==> config.mk <==
export PLATFORM = sky130hd
export DESIGN_NAME = calc_top
export DESIGN_NICKNAME = d
export VERILOG_FILES = /design/src/rtl/calc_top.sv
export SDC_FILE = /design/constraint.sdc
export NUM_CORES = 1
export LEC_CHECK = 0
export ABC_AREA = 1
export BUFFER_PORTS_ARGS = -buffer_cell sky130_fd_sc_hd__buf_2
export CORE_ASPECT_RATIO = 0.6
export CORE_MARGIN = 4
export CORE_UTILIZATION = 45
export DETAILED_ROUTE_END_ITERATION = 6
export PLACE_DENSITY = 0.69
export SLEW_MARGIN = 20
export SYNTH_ARGS = -nofsm -noshare
export SYNTH_HDL_FRONTEND = slang
export SYNTH_SLANG_ARGS = --single-unit
==> constraint.sdc <==
create_clock -name clock -period 29.5 [get_ports clock]
set_input_delay 5.9 -clock clock [delete_from_list [all_inputs] [get_ports clock]]
set_output_delay 5.9 -clock clock [all_outputs]
set_load 0.03 [all_outputs]
==> src/rtl/calc_top.sv <==
// calc_top: decimal calculator core (add, subtract, multiply) with an
// eight-digit 7-segment readout.
//
// Ports
//   clock     sole clock, rising edge
//   reset     synchronous active-low reset
//   cmd       held command code: 0-9 digit, A add, B sub, C mul,
//             D idle/separator, E equals, F clear
//   displays  eight 7-segment digits, [0] least significant, bit0=a..bit6=g
//   status    00 EDIT, 01 BUSY, 10 RESULT, 11 ERROR
//
// Build option
//   CALC_MUL_EN  defined: 27-cycle shift-and-add multiplier present.
//                undefined: code C is a plain separator, BUSY never entered.
//
// state  | meaning
// -------+----------------------------------------------------------
// EDIT   | entering A, or B once an operator is pending
// BUSY   | multiply in progress, only clear is honoured
// RESULT | result shown; digit starts new A, operator chains
// ERROR  | overflow or negative chain; only clear or reset leave

module calc_top (
  input  logic       clock,
  input  logic       reset,
  input  logic [3:0] cmd,
  output logic [6:0] displays [7:0],
  output logic [1:0] status
);

  typedef enum logic [1:0] {
    S_EDIT   = 2'b00,
    S_BUSY   = 2'b01,
    S_RESULT = 2'b10,
    S_ERROR  = 2'b11
  } state_t;

  localparam logic [1:0]  OP_NONE  = 2'd0;
  localparam logic [1:0]  OP_ADD   = 2'd1;
  localparam logic [1:0]  OP_SUB   = 2'd2;
  localparam logic [3:0]  CMD_ADD  = 4'hA;
  localparam logic [3:0]  CMD_SUB  = 4'hB;
  localparam logic [3:0]  CMD_IDLE = 4'hD;
  localparam logic [3:0]  CMD_EQ   = 4'hE;
  localparam logic [3:0]  CMD_CLR  = 4'hF;
  localparam logic [28:0] MAX_MAG  = 29'd99_999_999;
  localparam logic [6:0]  SEG_MINUS = 7'b1000000;
  localparam logic [6:0]  SEG_E     = 7'b1111001;
  localparam logic [6:0]  SEG_R     = 7'b1010000;
`ifdef CALC_MUL_EN
  localparam logic [1:0]  OP_MUL   = 2'd3;
  localparam logic [3:0]  CMD_MUL  = 4'hC;
`endif

  state_t      state_q, state_d;
  logic [26:0] a_q, a_d, b_q, b_d;
  logic [1:0]  op_q, op_d;
  logic [3:0]  cnt_q, cnt_d;        // significant digits in the operand being entered
  logic        b_seen_q, b_seen_d;  // a B digit has been keyed since the operator
  logic [27:0] result_q, result_d;  // two's complement
  logic [3:0]  cmd_prev_q;

  logic        ev;
  logic        is_op;
  logic [1:0]  op_code;
  logic [26:0] cur, cur_next;
  logic [28:0] addsub, addsub_mag;

`ifdef CALC_MUL_EN
  logic [53:0] acc_q, acc_d, mcand_q, mcand_d, acc_sum;
  logic [26:0] mplier_q, mplier_d;
  logic [4:0]  mul_cnt_q, mul_cnt_d;
`endif

  function automatic logic [6:0] seg7(input logic [3:0] v);
    case (v)
      4'd0:    seg7 = 7'b0111111;
      4'd1:    seg7 = 7'b0000110;
      4'd2:    seg7 = 7'b1011011;
      4'd3:    seg7 = 7'b1001111;
      4'd4:    seg7 = 7'b1100110;
      4'd5:    seg7 = 7'b1101101;
      4'd6:    seg7 = 7'b1111101;
      4'd7:    seg7 = 7'b0000111;
      4'd8:    seg7 = 7'b1111111;
      4'd9:    seg7 = 7'b1101111;
      default: seg7 = 7'b0000000;
    endcase
  endfunction

  always_comb begin
    is_op   = 1'b0;
    op_code = OP_NONE;
    case (cmd)
      CMD_ADD: begin is_op = 1'b1; op_code = OP_ADD; end
      CMD_SUB: begin is_op = 1'b1; op_code = OP_SUB; end
`ifdef CALC_MUL_EN
      CMD_MUL: begin is_op = 1'b1; op_code = OP_MUL; end
`endif
      default: ;
    endcase
  end

  always_comb begin
    ev         = (cmd != cmd_prev_q);
    cur        = (op_q != OP_NONE) ? b_q : a_q;
    // cur has at most 7 digits whenever this is used, so 27 bits suffice
    cur_next   = cur * 27'd10 + {23'd0, cmd};
    addsub     = (op_q == OP_SUB) ? ({2'b00, a_q} - {2'b00, b_q})
                                  : ({2'b00, a_q} + {2'b00, b_q});
    addsub_mag = addsub[28] ? -addsub : addsub;

    state_d  = state_q;
    a_d      = a_q;
    b_d      = b_q;
    op_d     = op_q;
    cnt_d    = cnt_q;
    b_seen_d = b_seen_q;
    result_d = result_q;
`ifdef CALC_MUL_EN
    acc_d     = acc_q;
    mcand_d   = mcand_q;
    mplier_d  = mplier_q;
    mul_cnt_d = mul_cnt_q;
    acc_sum   = acc_q + (mplier_q[0] ? mcand_q : 54'd0);
`endif

    if (ev) begin
      case (state_q)
        S_EDIT: begin
          if (cmd <= 4'd9) begin
            if (cnt_q != 4'd8) begin
              if (op_q == OP_NONE) a_d = cur_next;
              else                 b_d = cur_next;
              if (cur_next != 27'd0) cnt_d = cnt_q + 4'd1;
              if (op_q != OP_NONE) b_seen_d = 1'b1;
            end
          end else if (is_op) begin
            op_d     = op_code;
            b_d      = 27'd0;
            cnt_d    = 4'd0;
            b_seen_d = 1'b0;
          end else if (cmd == CMD_EQ) begin
            case (op_q)
              OP_NONE: begin
                result_d = {1'b0, a_q};
                state_d  = S_RESULT;
              end
              OP_ADD, OP_SUB: begin
                if (addsub_mag > MAX_MAG) begin
                  state_d = S_ERROR;
                end else begin
                  result_d = addsub[27:0];
                  state_d  = S_RESULT;
                end
              end
`ifdef CALC_MUL_EN
              OP_MUL: begin
                acc_d     = 54'd0;
                mcand_d   = {27'd0, a_q};
                mplier_d  = b_q;
                mul_cnt_d = 5'd26;
                state_d   = S_BUSY;
              end
`endif
              default: ;
            endcase
          end
        end
        S_RESULT: begin
          if (cmd <= 4'd9) begin
            a_d      = {23'd0, cmd};
            cnt_d    = (cmd == 4'd0) ? 4'd0 : 4'd1;
            op_d     = OP_NONE;
            b_d      = 27'd0;
            b_seen_d = 1'b0;
            state_d  = S_EDIT;
          end else if (is_op) begin
            if (result_q[27]) begin
              state_d = S_ERROR;
            end else begin
              a_d      = result_q[26:0];
              op_d     = op_code;
              b_d      = 27'd0;
              cnt_d    = 4'd0;
              b_seen_d = 1'b0;
              state_d  = S_EDIT;
            end
          end
        end
        default: ;
      endcase
    end

`ifdef CALC_MUL_EN
    // One multiplier bit per edge; the 27th edge retires the product.
    if (state_q == S_BUSY) begin
      acc_d    = acc_sum;
      mcand_d  = mcand_q << 1;
      mplier_d = mplier_q >> 1;
      if (mul_cnt_q == 5'd0) begin
        if (acc_sum > 54'd99_999_999) begin
          state_d = S_ERROR;
        end else begin
          result_d = {1'b0, acc_sum[26:0]};
          state_d  = S_RESULT;
        end
      end else begin
        mul_cnt_d = mul_cnt_q - 5'd1;
      end
    end
`endif

    if (ev && cmd == CMD_CLR) begin
      state_d  = S_EDIT;
      a_d      = 27'd0;
      b_d      = 27'd0;
      op_d     = OP_NONE;
      cnt_d    = 4'd0;
      b_seen_d = 1'b0;
      result_d = 28'd0;
`ifdef CALC_MUL_EN
      acc_d     = 54'd0;
      mcand_d   = 54'd0;
      mplier_d  = 27'd0;
      mul_cnt_d = 5'd0;
`endif
    end
  end

  always_ff @(posedge clock) begin
    if (!reset) begin
      state_q    <= S_EDIT;
      a_q        <= 27'd0;
      b_q        <= 27'd0;
      op_q       <= OP_NONE;
      cnt_q      <= 4'd0;
      b_seen_q   <= 1'b0;
      result_q   <= 28'd0;
      cmd_prev_q <= CMD_IDLE;
`ifdef CALC_MUL_EN
      acc_q      <= 54'd0;
      mcand_q    <= 54'd0;
      mplier_q   <= 27'd0;
      mul_cnt_q  <= 5'd0;
`endif
    end else begin
      state_q    <= state_d;
      a_q        <= a_d;
      b_q        <= b_d;
      op_q       <= op_d;
      cnt_q      <= cnt_d;
      b_seen_q   <= b_seen_d;
      result_q   <= result_d;
      cmd_prev_q <= cmd;
`ifdef CALC_MUL_EN
      acc_q      <= acc_d;
      mcand_q    <= mcand_d;
      mplier_q   <= mplier_d;
      mul_cnt_q  <= mul_cnt_d;
`endif
    end
  end

  assign status = state_q;

  logic [26:0] shown;
  logic [31:0] bcd;
  logic [2:0]  msd;

  always_comb begin
    if (state_q == S_RESULT)
      shown = result_q[27] ? 27'(-result_q) : result_q[26:0];
    else
      shown = (op_q != OP_NONE && b_seen_q) ? b_q : a_q;

    // double-dabble binary to BCD
    bcd = 32'd0;
    for (int i = 26; i >= 0; i--) begin
      for (int d = 0; d < 8; d++)
        if (bcd[d*4 +: 4] >= 4'd5) bcd[d*4 +: 4] = bcd[d*4 +: 4] + 4'd3;
      bcd = {bcd[30:0], shown[i]};
    end

    msd = 3'd0;
    for (int d = 1; d < 8; d++)
      if (bcd[d*4 +: 4] != 4'd0) msd = 3'(d);

    for (int d = 0; d < 8; d++)
      displays[d] = (3'(d) <= msd) ? seg7(bcd[d*4 +: 4]) : 7'b0;

    // an 8-digit negative leaves no room for the sign
    if (state_q == S_RESULT && result_q[27] && msd != 3'd7)
      displays[msd + 3'd1] = SEG_MINUS;

    if (state_q == S_ERROR) begin
      for (int d = 0; d < 8; d++) displays[d] = 7'b0;
      displays[2] = SEG_E;
      displays[1] = SEG_R;
      displays[0] = SEG_R;
    end
  end

endmodule

# Word level (Yosys, flattened, before mapping)

Memory sizes are Yosys's and may differ from the RTL's.
Cells that the tools add are included.

Bits in registers: 95
Bits in latches: 0
Bits in writable memories: 0
Memory bits (read-only): 896
Bits of input ports: 6
Output and inout bits: 58
Word-level logic and storage cells: 498
Memories: 8

$add $sub $neg: 115
Multiply operators: 1
Div/mod/pow operators: 0
$lt $le $gt $ge: 120
Equal/unequal tests: 27
Shift-type cells: 0
Multiplexer cells: 184
Bitwise gates (word level): 6
Reduce and logical (&&, ||, !) cells: 29

Memory list:

| memory          | words | width | read ports | clocked after Yosys merged registers in | write ports | line | text |
|---|---|---|---|---|---|---|---|
| (no name shown) | 16    | 7     | 1          | 0                                       | 0           | 76   | `case (v)` |
| (no name shown) | 16    | 7     | 1          | 0                                       | 0           | 76   |  |
| (no name shown) | 16    | 7     | 1          | 0                                       | 0           | 76   |  |
| (no name shown) | 16    | 7     | 1          | 0                                       | 0           | 76   |  |
| (no name shown) | 16    | 7     | 1          | 0                                       | 0           | 76   |  |
| (no name shown) | 16    | 7     | 1          | 0                                       | 0           | 76   |  |
| 2 more memories | -     | -     | -          | -                                       | -           | -    |  |

Operators by type and width:

| cell                                                 | number |
|---|---|
| two-way mux 27 bit                                   | 17 |
| two-way mux 4 bit                                    | 112 |
| >= comparator 4 x 3 -> 1 bit, second input constant  | 100 |
| adder 4 x 2 -> 4 bit, second input constant          | 98 |
| two-way mux 56 bit                                   | 2 |
| case mux 27 bit (2 select lines)                     | 2 |
| two-way mux 7 bit                                    | 9 |
| two-way mux 29 bit                                   | 2 |
| case mux 28 bit (2 select lines)                     | 1 |
| AND 48 bit                                           | 1 |
| inverter 48 bit                                      | 1 |
| AND reduction 7 bit                                  | 6 |
| > comparator 29 x 27 -> 1 bit, second input constant | 1 |
| negation 29 bit                                      | 1 |
| adder 27 x 27 -> 28 bit                              | 1 |
| adder 3 x 2 -> 4 bit, second input constant          | 7 |
| two-way mux 28 bit                                   | 1 |
| nonzero test 4 bit                                   | 7 |
| subtractor 27 x 27 -> 28 bit                         | 1 |
| adder 27 x 4 -> 27 bit                               | 1 |
| multiplier 27 x 3 -> 26 bit, second input constant   | 1 |
| two-way mux 3 bit                                    | 9 |
| != test 3 bit, second input constant                 | 9 |
| negation 27 bit                                      | 1 |
| 31 further kinds                                     | 91 |

# Longest topological paths before layout

Gate-level depths: netlist (run 1).

Depth after elaboration: 69
Mapped depth: 186
Depth with buffers taken out: 185

# Worst setup path before layout (run 1)

No wires, ideal clock.

Path type: reg-to-output
Start point: register op_q[0]
End point: output port displays[27] (netlist bit)
Arrival: 20.287 ns
Required time: 23.600 ns
Setup slack: 3.313 ns
Stages on the path, launching flop included: 170
Path buffers: 3
Cell sequence: dfxtp_1 > inv_1 > ha_1 > buf_2 > inv_2 > nand2_1 > buf_2 > o21ai_0 > a21boi_2 > ha_1 > inv_1 > nand3_1 > nand2_1 > nand2_1 > nand2_2 > ha_1 > or2_2 > nand3_2 > (+134 left out) > o21ai_0 > mux2_2 > ha_1 > nand3_1 > nand2_1 > nand2_1 > nand2_1 > nand2_2 > nand2_2 > nand2_4 > buf_12 > ha_1 > ha_1 > nor2_1 > inv_1 > nor2_1 > nand2_1 > a21oi_1

RTL lines:

| what                   | line | text |
|---|---|---|
| from (decl)            | 57   | `logic [1:0] op_q, op_d;` |
| from (signal assigned) | 251  | `op_q <= op_d;` |
| to (decl)              | 27   | `output logic [6:0] displays [7:0],` |

==> flow_metrics.tcl, run 1 <==
set metrics [dict create \
    synth.yosys.seq_area_share_pct 7.76 \
    drt_drc 11 \
    path_buf_inv 34 \
    worstPathArrival_ns 22.07 \
    starting_utilization_of_the_core_area_pct 46.1 \
    setup-violations-final 0 \
    timing.setup.critical_path_class "register to output port" \
    die_width_um 309 \
    ctsHtreeMaxLevel 3 \
    quantity_of_i_o_buffers_inserted_on_ports 63 \
    synthMostInstantiatedCell "sky130_fd_sc_hd__nand2_1" \
    synth_warnings 0 \
    clkSlewWorstSetupHoldPaths_ns 0.07 \
    antenna_violating_nets_left 0 \
    ctsHoldBuffers 0 \
    final.period_utilization_pct 94.8 \
    design.core.area_um2 53200 \
    ys_ff_latch 95 \
    cts_tree "done" \
    grt_max_degree 54 \
    synth_cell_types 74 \
    worst_r2r_endpoint "result_q[15]$_SDFFE_PP0P_" \
    share_of_layout_cells_above_drive_strength_1_pct 17.2 \
    global_route.overflow_total 0 \
    timing.critical_path.from_type "register" \
    drt_iter0_markers 2383 \
    synthDominantAreaCellType "sky130_fd_sc_hd__ha_1" \
    avgRoutedWirePerCell_um 13.4 \
    maxSlewHeadroom_pct 25.1 \
    dp.final_hpwl_um 52600 \
    num_antenna_cells 0 \
    maxCapViolCount 0 \
    wirelength_um 64900 \
    delay_of_the_slowest_cell_on_the_worst_path_ns 0.36 \
    worst_slew_pin_slew_ns 1.12 \
    path_max_fanout 9 \
    timing.clock.skew_ns 0.0133 \
    timing.rr.start "a_q[2]$_SDFFE_PP0P_" \
    row_count 65 \
    critPathCaptureType "output port" \
    tritoncts_num_sinks 95 \
    syn_area_um2 24500 \
    min-delay-start "b_q[15]$_SDFFE_PP0P_" \
    num-nets-final 4476 \
    whs_endpoint "b_q[15]$_SDFFE_PP0P_" \
    netlist.area_leader.share_pct 16.1 \
    drt-pass1-iter-count 7 \
    gp_routability_congestion 0.937 \
    path_delay_family "simple AND/OR/NAND/NOR gates" \
    gate_count_of_the_mapped_netlist 4107 \
    status "finished, violations left" \
    worst_ep_required_time_ns 23.60 \
    worst-r2r-cell-count 42 \
    cts_buffers 9 \
    syn_nets 4432 \
    ios 64 \
    grt_pass1_vias 21700 \
    hold_path_depth 2 \
    clock_latency_ns 0.36 \
    critical_path.most_common_cell "sky130_fd_sc_hd__nand2_1" \
    layout-area-overhead-vs-synth_pct 8.25 \
    preCtsSetupSlack_ns 0.200 \
    synth-edff-count 0 \
    final-hold-violation-count 0 \
    finalMaxSlewViolations 0 \
    slack_of_the_critical_path_ns 1.53 \
    die_area_um2 58400 \
    synth.avg_cell_area_um2 5.97 \
    ys_flop_type "sky130_fd_sc_hd__dfxtp_1" \
    floorplan.die.height_um 189 \
    post_synth_main_area_contributors "sky130_fd_sc_hd__ha_1 (16%), sky130_fd_sc_hd__nand2_1 (15%), sky130_fd_sc_hd__inv_1 (9.3%), sky130_fd_sc_hd__dfxtp_1 (7.8%), sky130_fd_sc_hd__nand3_1 (5.9%)" \
    first_pass_grt_wire_length_um 106000 \
    grt_antenna_before_repair 0 \
    hold_class "register to register" \
    cts_root_buf "sky130_fd_sc_hd__clkbuf_16" \
    crit_path_top_delay_cell "sky130_fd_sc_hd__dfxtp_2" \
    final_critical_delay_including_setup_and_external_delays_ns 27.97 \
    asyncSetResetFlopFracSynth_pct 0 \
    grt_util_all_layers_pct 21.3 \
    regToRegSetupSlack_ns 21.35 \
    route.detailed.vias_per_inst 5.22 \
    cts.path.max_buffers 2 \
    failed_checks "DRC" \
    clock.fmax_mhz 35.7 \
    synth_common_cells "sky130_fd_sc_hd__nand2_1 (993), sky130_fd_sc_hd__inv_1 (609), sky130_fd_sc_hd__ha_1 (315), sky130_fd_sc_hd__nand3_1 (288), sky130_fd_sc_hd__nor2_1 (273)" \
    filler_cell_count 5520 \
    detailroute.via_count 25300 \
]
[state kept, by name, summed over array words and instances (netlist names)]
name,flops
b_q,27
cnt_q,4
status,2
cmd_prev_q,4
op_q,2
b_seen_q,1
result_q,28
a_q,27
[per-layer routing]
| metal | global-route usage, % | wire length (um) | up-vias |
|---|---|---|---|
| li1 | - | - | 13400 |
| met3 | 4.43 | 6180 | 31 |
| met4 | 2.46 | 450 | 0 |
| met2 | 28.1 | 23100 | 780 |
| met1 | 35.1 | 35100 | 11100 |
| met5 | 0 | 0 | - |
[cells in the final DEF (no fill, tap or decap), drive strengths merged, types with 16 or more instances in the layout]
cell type | Yosys | final
or2 | 34 | 34
nor2 | 290 | 290
xnor2 | 23 | 23
nand2 | 1198 | 1198
o211ai | 25 | 25
ha | 315 | 315
o31ai | 21 | 21
o21bai | 16 | 16
a211oi | 21 | 21
buf | 8 | 104
xor2 | 119 | 119
dfxtp | 95 | 95
inv | 693 | 693
a31oi | 36 | 36
nor3 | 37 | 37
a21oi | 237 | 237
nand4 | 80 | 80
o21ai | 325 | 325
and2 | 32 | 32
nand3 | 343 | 343
[metrics by stage]
step	utilization [%]	hold slack, ns	area, um2	cells	TNS [ns]
3_3_place_gp	48.0	0.470	25500	4817	0
5_1_grt	49.9	0.507	26500	4858	-11.61
2_1_floorplan	-	0.451	24500	4107	0
4_1_cts	48.5	0.491	25800	4832	0
3_5_place_dp	48.0	0.480	25500	4817	0
6_report	49.9	0.488	26500	4858	0
[repair_timing]
| item | 4_1_cts | 5_1_grt |
|---|---|---|
| resized for setup | 2 | 124 |
| endpoints found under the hold margin | 0 | 0 |
| gates cloned | 0 | 0 |
| endpoints found under the setup margin | 34 | 56 |
| pin swaps | 0 | 23 |
| buffers inserted | 0 | 26 |
[cell families after synthesis]
family | after synthesis | synth area share, %
adders and majority gates | 319 | 16.4
buffers and inverters | 775 | 12.1
muxes | 2 | 0.0868
AOI/OAI and AO/OA | 736 | 18.2
DFF | 95 | 7.76
xor gates and xnor gates | 142 | 5.61
and+or+nand+nor | 2038 | 39.9
[worst max-delay path by stage]
stage,slack (ns),depth (start not counted),end,start
after detailed placement,0.20,176,displays[11],op_q[1]$_SDFFE_PP0P_
after global placement,1.19,171,displays[11],op_q[0]$_SDFFE_PP0P_
final,1.53,171,displays[38],result_q[0]$_SDFFE_PP0P_
after CTS,0.01,173,displays[11],op_q[1]$_SDFFE_PP0P_
after floorplan,3.31,169,displays[27],op_q[0]$_SDFFE_PP0P_
after global routing,-0.31,177,displays[2],result_q[0]$_SDFFE_PP0P_
[final cells by class]
cell class | instances | area (um2) | share of cell area [%]
clock buffer | 11 | 243 | 0.915
clock inverter | 4 | 55.1 | 0.207
inverter | 704 | 2650 | 9.99
multi-input combinational | 3237 | 20200 | 76.0
sequential | 95 | 1910 | 7.19
tap | 703 | 880 | 3.31
timing repair buffer | 104 | 636 | 2.40
[worst reg2reg max path, delay by kind of cell (launching register included)]
kind	cells	cell delay [ns]
fa+ha+maj	1	0.31
simple gates	17	1.85
buf+inv	4	1.25
compound gates	20	4.18
flops	1	0.48
Power of run 1 is not shown: default switching activity piles up to over one toggle a cycle in this logic, so the estimate is an artifact.
==> inputs of run 2 (changes only) <==
--- a/config.mk
+++ b/config.mk
@@ -11,7 +11,9 @@
 export CORE_MARGIN = 4
 export CORE_UTILIZATION = 45
 export DETAILED_ROUTE_END_ITERATION = 6
+export GPL_ROUTABILITY_DRIVEN = 1
 export PLACE_DENSITY = 0.69
+export RECOVER_POWER = 25
 export SLEW_MARGIN = 20
 export SYNTH_ARGS = -nofsm -noshare
 export SYNTH_HDL_FRONTEND = slang
==> run 2 against run 1 <==
Against the previous run:
- the run ends with capacitance limit, slew limit left
- register-to-register slack better by 0.03 ns
- critical path depth down 2
- first-iteration DRC count up 3.7%
- worst hold slack about the same
- sequential share of layout area about the same
- cell count unchanged
- count of clock-buffer cells in the layout unchanged
- non-clock buffer count unchanged
- global-route usage unchanged
- worst setup slack better by 0.048 ns
- flip-flop and latch count unchanged
- critical endpoint is now displays[55]
- highest routed layer unchanged
==> flow_metrics.tcl, run 2 (synthesis results as in run 1) <==
set metrics [dict create \
    timing.critical_path.from_type "register" \
    clock.fmax_mhz 35.8 \
    critPathCaptureType "output port" \
    maxSlewHeadroom_pct -53.3 \
    setup-violations-final 0 \
    clock_latency_ns 0.36 \
    timing.clock.skew_ns 0.0107 \
    multiInputGateArea_um2 20200 \
    metal_1_wl_um 35100 \
    dr_wl_met2_um 23000 \
    num-nets-final 4476 \
    gp_routability_congestion 0.937 \
    critical_path.most_common_cell "sky130_fd_sc_hd__nand2_1" \
    die_width_um 309 \
    status "finished, violations left" \
    delay_of_the_slowest_cell_on_the_worst_path_ns 0.37 \
    hold_class "register to register" \
    detailroute.via_count 25300 \
    layout_commonest_cell "sky130_fd_sc_hd__nand2_1" \
    dp.final_hpwl_um 52600 \
    timing.setup.critical_path_class "register to output port" \
    slack_of_the_critical_path_ns 1.58 \
    biggestRegsByFlops "result_q (28), a_q (27), b_q (27)" \
    clkSlewWorstSetupHoldPaths_ns 0.07 \
    final_cell_mix "sky130_fd_sc_hd__nand2_1 (978), sky130_fd_sc_hd__inv_1 (601), sky130_fd_sc_hd__ha_1 (297), sky130_fd_sc_hd__nand3_1 (284), sky130_fd_sc_hd__nor2_1 (263)" \
    path_buf_inv 33 \
    quantity_of_i_o_buffers_inserted_on_ports 63 \
    grt_util_all_layers_pct 21.3 \
    wirelength_um 64900 \
    detailroute.wirelength.met3_um 6290 \
    final_critical_delay_including_setup_and_external_delays_ns 27.92 \
    ctsHoldBuffers 0 \
    route.detailed.vias_per_inst 5.21 \
    die_area_um2 58400 \
    filler_cell_count 5524 \
    preCtsSetupSlack_ns 0.200 \
    avgRoutedWirePerCell_um 13.4 \
    grt_pass1_vias 21700 \
    floorplan.die.height_um 189 \
    maxCapViolCount 2 \
    cts_buffers 9 \
    final-hold-violation-count 0 \
    row_count 65 \
    cts_root_buf "sky130_fd_sc_hd__clkbuf_16" \
    final.period_utilization_pct 94.7 \
    failed_checks "capacitance limit, slew limit" \
    ios 64 \
    tritoncts_num_sinks 95 \
    crit_path_top_delay_cell "sky130_fd_sc_hd__dfxtp_2" \
    worst_ep_required_time_ns 23.60 \
    grt_antenna_before_repair 0 \
    drt_iter0_markers 2470 \
    path_delay_family "simple AND/OR/NAND/NOR gates" \
    share_of_layout_cells_above_drive_strength_1_pct 17.0 \
    largest-register "result_q" \
    first_pass_grt_wire_length_um 106000 \
    num_antenna_cells 0 \
    cts.path.max_buffers 2 \
    finalMaxSlewViolations 92 \
    largest_reg_flops 28 \
    design.core.area_um2 53200 \
    worstPathArrival_ns 22.02 \
    ctsHtreeMaxLevel 3 \
    layout-area-overhead-vs-synth_pct 8.21 \
    drt_drc 0 \
    global_route.overflow_total 0 \
    starting_utilization_of_the_core_area_pct 46.1 \
    worst_slew_pin_slew_ns 2.30 \
    highest-signal-layer "met4" \
    cts_tree "done" \
    path_max_fanout 9 \
    drt-pass1-iter-count 7 \
    antenna_violating_nets_left 0 \
    grt_max_degree 54 \
    area.sequential_um2 1910 \
]
## run 2: cell count changes in the layout (fill, tap and decap cells not counted)
cell and delta:
sky130_fd_sc_hd__buf_4 -1, sky130_fd_sc_hd__and2_0 +1, sky130_fd_sc_hd__clkbuf_1 +7, sky130_fd_sc_hd__and2_1 -1, sky130_fd_sc_hd__inv_2 -1, sky130_fd_sc_hd__buf_2 -6
sky130_fd_sc_hd__inv_1 +1
## run 2: area by class of cell
class | instances | area share [%]
Clock buffer | 11 | 0.915
Clock inverter | 4 | 0.208
Inverter | 704 | 9.99
Multi-Input combinational cell | 3237 | 76.0
Sequential cell | 95 | 7.20
Tap cell | 703 | 3.32
Timing Repair Buffer | 104 | 2.35
## run 2: per-stage QoR
stage | utilization (%) | TNS [ns] | area [um2] | hold slack, ns | cells
floorplan | - | 0 | 24500 | 0.451 | 4107
global placement | 48.0 | 0 | 25500 | 0.470 | 4817
detailed placement | 48.0 | 0 | 25500 | 0.480 | 4817
CTS | 48.5 | 0 | 25800 | 0.491 | 4832
global route | 49.9 | -11.61 | 26500 | 0.507 | 4858
finish | 49.9 | 0 | 26500 | 0.488 | 4858
## run 2: per-layer routing
| layer | global-route usage (%) | vias up |
|---|---|---|
| met3 | 4.43 | 35 |
| met5 | 0 | - |
| met2 | 28.1 | 766 |
| li1 | - | 13400 |
| met1 | 35.1 | 11100 |
| met4 | 2.46 | 0 |
## run 2: final timing paths
kind         cells past startpoint                startpoint                         to  slack (ns)
max                            169  result_q[0]$_SDFFE_PP0P_               displays[55]        1.58
min                              2      b_q[15]$_SDFFE_PP0P_       b_q[15]$_SDFFE_PP0P_        0.49
max reg2reg                     42       a_q[2]$_SDFFE_PP0P_  result_q[15]$_SDFFE_PP0P_       21.38
min reg2reg                      2      b_q[15]$_SDFFE_PP0P_       b_q[15]$_SDFFE_PP0P_        0.49
## run 2: repair_timing
action | in CTS | in global routing
endpoints found under the setup margin | 34 | 56
pin swaps | 0 | 23
setup buffers | 0 | 26
gates resized for setup | 2 | 124
## run 2: tightest hold or removal path, cell delays in order, from the launching register on
cell and delay (ns):
sky130_fd_sc_hd__dfxtp_1 0.32, sky130_fd_sc_hd__nand2_1 0.06, sky130_fd_sc_hd__a21oi_1 0.05
Power of run 2 is left out for the same reason.
==> inputs of run 3 (changes only) <==
--- a/config.mk
+++ b/config.mk
@@ -7,7 +7,6 @@
 export LEC_CHECK = 0
 export ABC_AREA = 1
 export BUFFER_PORTS_ARGS = -buffer_cell sky130_fd_sc_hd__buf_2
-export CORE_ASPECT_RATIO = 0.6
 export CORE_MARGIN = 4
 export CORE_UTILIZATION = 45
 export DETAILED_ROUTE_END_ITERATION = 6
==> constraint.sdc (replaced) <==
create_clock -name clock -period 28.1 [get_ports clock]
set_input_delay 5.62 -clock clock [delete_from_list [all_inputs] [get_ports clock]]
set_output_delay 5.62 -clock clock [all_outputs]
set_load 0.03 [all_outputs]
==> run 3 against run 2 <==
Against the previous run:
- the run now ends clean
- sequential share of layout area shrank 0.17 points
- die area down 0.21%
- critical path type unchanged
- count of clock-buffer cells in the layout decreased by 2
==> flow_metrics.tcl, run 3 (synthesis results as in run 1) <==
set metrics [dict create \
    cts.path.max_buffers 2 \
    final-hold-violation-count 0 \
    route.detailed.vias_per_inst 5.10 \
    largest-register "result_q" \
    drt_iter0_markers 1333 \
    preCtsSetupSlack_ns -0.455 \
    clock_latency_ns 0.36 \
    design.core.area_um2 53900 \
    final_cell_mix "sky130_fd_sc_hd__nand2_1 (961), sky130_fd_sc_hd__inv_1 (592), sky130_fd_sc_hd__ha_1 (283), sky130_fd_sc_hd__nand3_1 (278), sky130_fd_sc_hd__nor2_1 (264)" \
    die_area_um2 58300 \
    drt-pass1-iter-count 7 \
    grt_pass1_vias 21800 \
    timing.critical_path.from_type "register" \
    status "complete, no violations" \
    maxSlewHeadroom_pct 5.60 \
    grt_max_degree 58 \
    path_max_fanout 7 \
    largest_reg_flops 28 \
    clock.fmax_mhz 37.3 \
    grt_antenna_before_repair 0 \
    hold_class "register to register" \
    detailroute.via_count 24800 \
    delay_of_the_slowest_cell_on_the_worst_path_ns 0.33 \
    floorplan.die.height_um 241 \
    row_count 85 \
    worst_ep_required_time_ns 22.48 \
    cts_tree "done" \
    die_width_um 241 \
    worst_slew_pin_slew_ns 1.42 \
    wirelength_um 57000 \
    clkSlewWorstSetupHoldPaths_ns 0.07 \
    layout_commonest_cell "sky130_fd_sc_hd__nand2_1" \
    tritoncts_num_sinks 95 \
    share_of_layout_cells_above_drive_strength_1_pct 18.8 \
    ctsHtreeMaxLevel 3 \
    biggestRegsByFlops "result_q (28), a_q (27), b_q (27)" \
    worstPathArrival_ns 21.21 \
    critical_path.most_common_cell "sky130_fd_sc_hd__nand2_2" \
    layout-area-overhead-vs-synth_pct 10.7 \
    timing.setup.critical_path_class "register to output port" \
    cts_root_buf "sky130_fd_sc_hd__clkbuf_16" \
    grt_util_all_layers_pct 18.2 \
    setup-violations-final 0 \
    starting_utilization_of_the_core_area_pct 45.5 \
    critPathCaptureType "output port" \
    quantity_of_i_o_buffers_inserted_on_ports 63 \
    maxCapViolCount 0 \
    num-nets-final 4498 \
    crit_path_top_delay_cell "sky130_fd_sc_hd__o211ai_1" \
    ctsHoldBuffers 0 \
    ios 64 \
    final_critical_delay_including_setup_and_external_delays_ns 26.83 \
    avgRoutedWirePerCell_um 11.7 \
    timing.clock.skew_ns 0.00848 \
    finalMaxSlewViolations 0 \
    num_antenna_cells 0 \
    antenna_violating_nets_left 0 \
    global_route.overflow_total 0 \
    filler_cell_count 5486 \
    dp.final_hpwl_um 45700 \
    cts_buffers 9 \
    gp_routability_congestion 0.898 \
    slack_of_the_critical_path_ns 1.27 \
    drt_drc 0 \
    final.period_utilization_pct 95.5 \
    first_pass_grt_wire_length_um 94200 \
]
[run 3: metal layers]
| metal | wire length (um) | track usage [%] |
|---|---|---|
| met4 | 739 | 2.80 |
| met2 | 26900 | 32.1 |
| met5 | 0 | 0 |
| met3 | 1760 | 0.990 |
| met1 | 27600 | 25.0 |
[run 3: path summary, 6_finish.rpt]
kind | from | end | slack, ns | cells after the start
worst min register to register | b_q[25]$_SDFFE_PP0P_ | b_q[25]$_SDFFE_PP0P_ | 0.49 | 2
worst min-delay path | b_q[25]$_SDFFE_PP0P_ | b_q[25]$_SDFFE_PP0P_ | 0.49 | 2
worst max-delay path | op_q[0]$_SDFFE_PP0P_ | displays[2] | 1.27 | 171
worst max register to register | a_q[2]$_SDFFE_PP0P_ | result_q[21]$_SDFFE_PP0P_ | 19.49 | 42
[run 3: stage by stage]
step	std cells	TNS, ns	hold slack [ns]	cell area [um2]	util, %
detailed placement	4812	-10.30	0.476	25500	47.3
CTS	4830	0	0.486	26000	48.1
global placement	4812	0	0.466	25500	47.3
finish	4874	0	0.485	27100	50.3
floorplan	4107	0	0.451	24500	-
global route	4874	-18.64	0.502	27100	50.3
[run 3: critical path: cells and delay by family (launching register included)]
kind / cells / cell delay, ns
AND/OR/NAND/NOR: 76 / 7.49
adder cells (fa/ha/maj): 28 / 5.17
AO/OA/AOI/OAI: 18 / 3.02
buffers and inverters: 38 / 2.69
XOR/XNOR: 10 / 2.01
flip-flops: 1 / 0.30
multiplexers: 1 / 0.21
[run 3: repair_timing]
action / in CTS / in global routing
setup buffers: 2 / 43
pin swaps: 2 / 62
gates resized for setup: 16 / 196
endpoints found under the setup margin: 56 / 56
cloned: 0 / 1
[run 3: layout make-up]
| cell class | count | area (um2) | area share, % |
|---|---|---|---|
| flip-flops and latches | 95 | 1910 | 7.03 |
| clock buffers | 9 | 225 | 0.830 |
| repair buffers | 125 | 779 | 2.87 |
| well taps | 696 | 871 | 3.21 |
| multi-input cells | 3238 | 20600 | 75.8 |
| clock inverters | 7 | 120 | 0.443 |
| inverters | 704 | 2660 | 9.80 |
Power of run 3 is left out for the same reason.
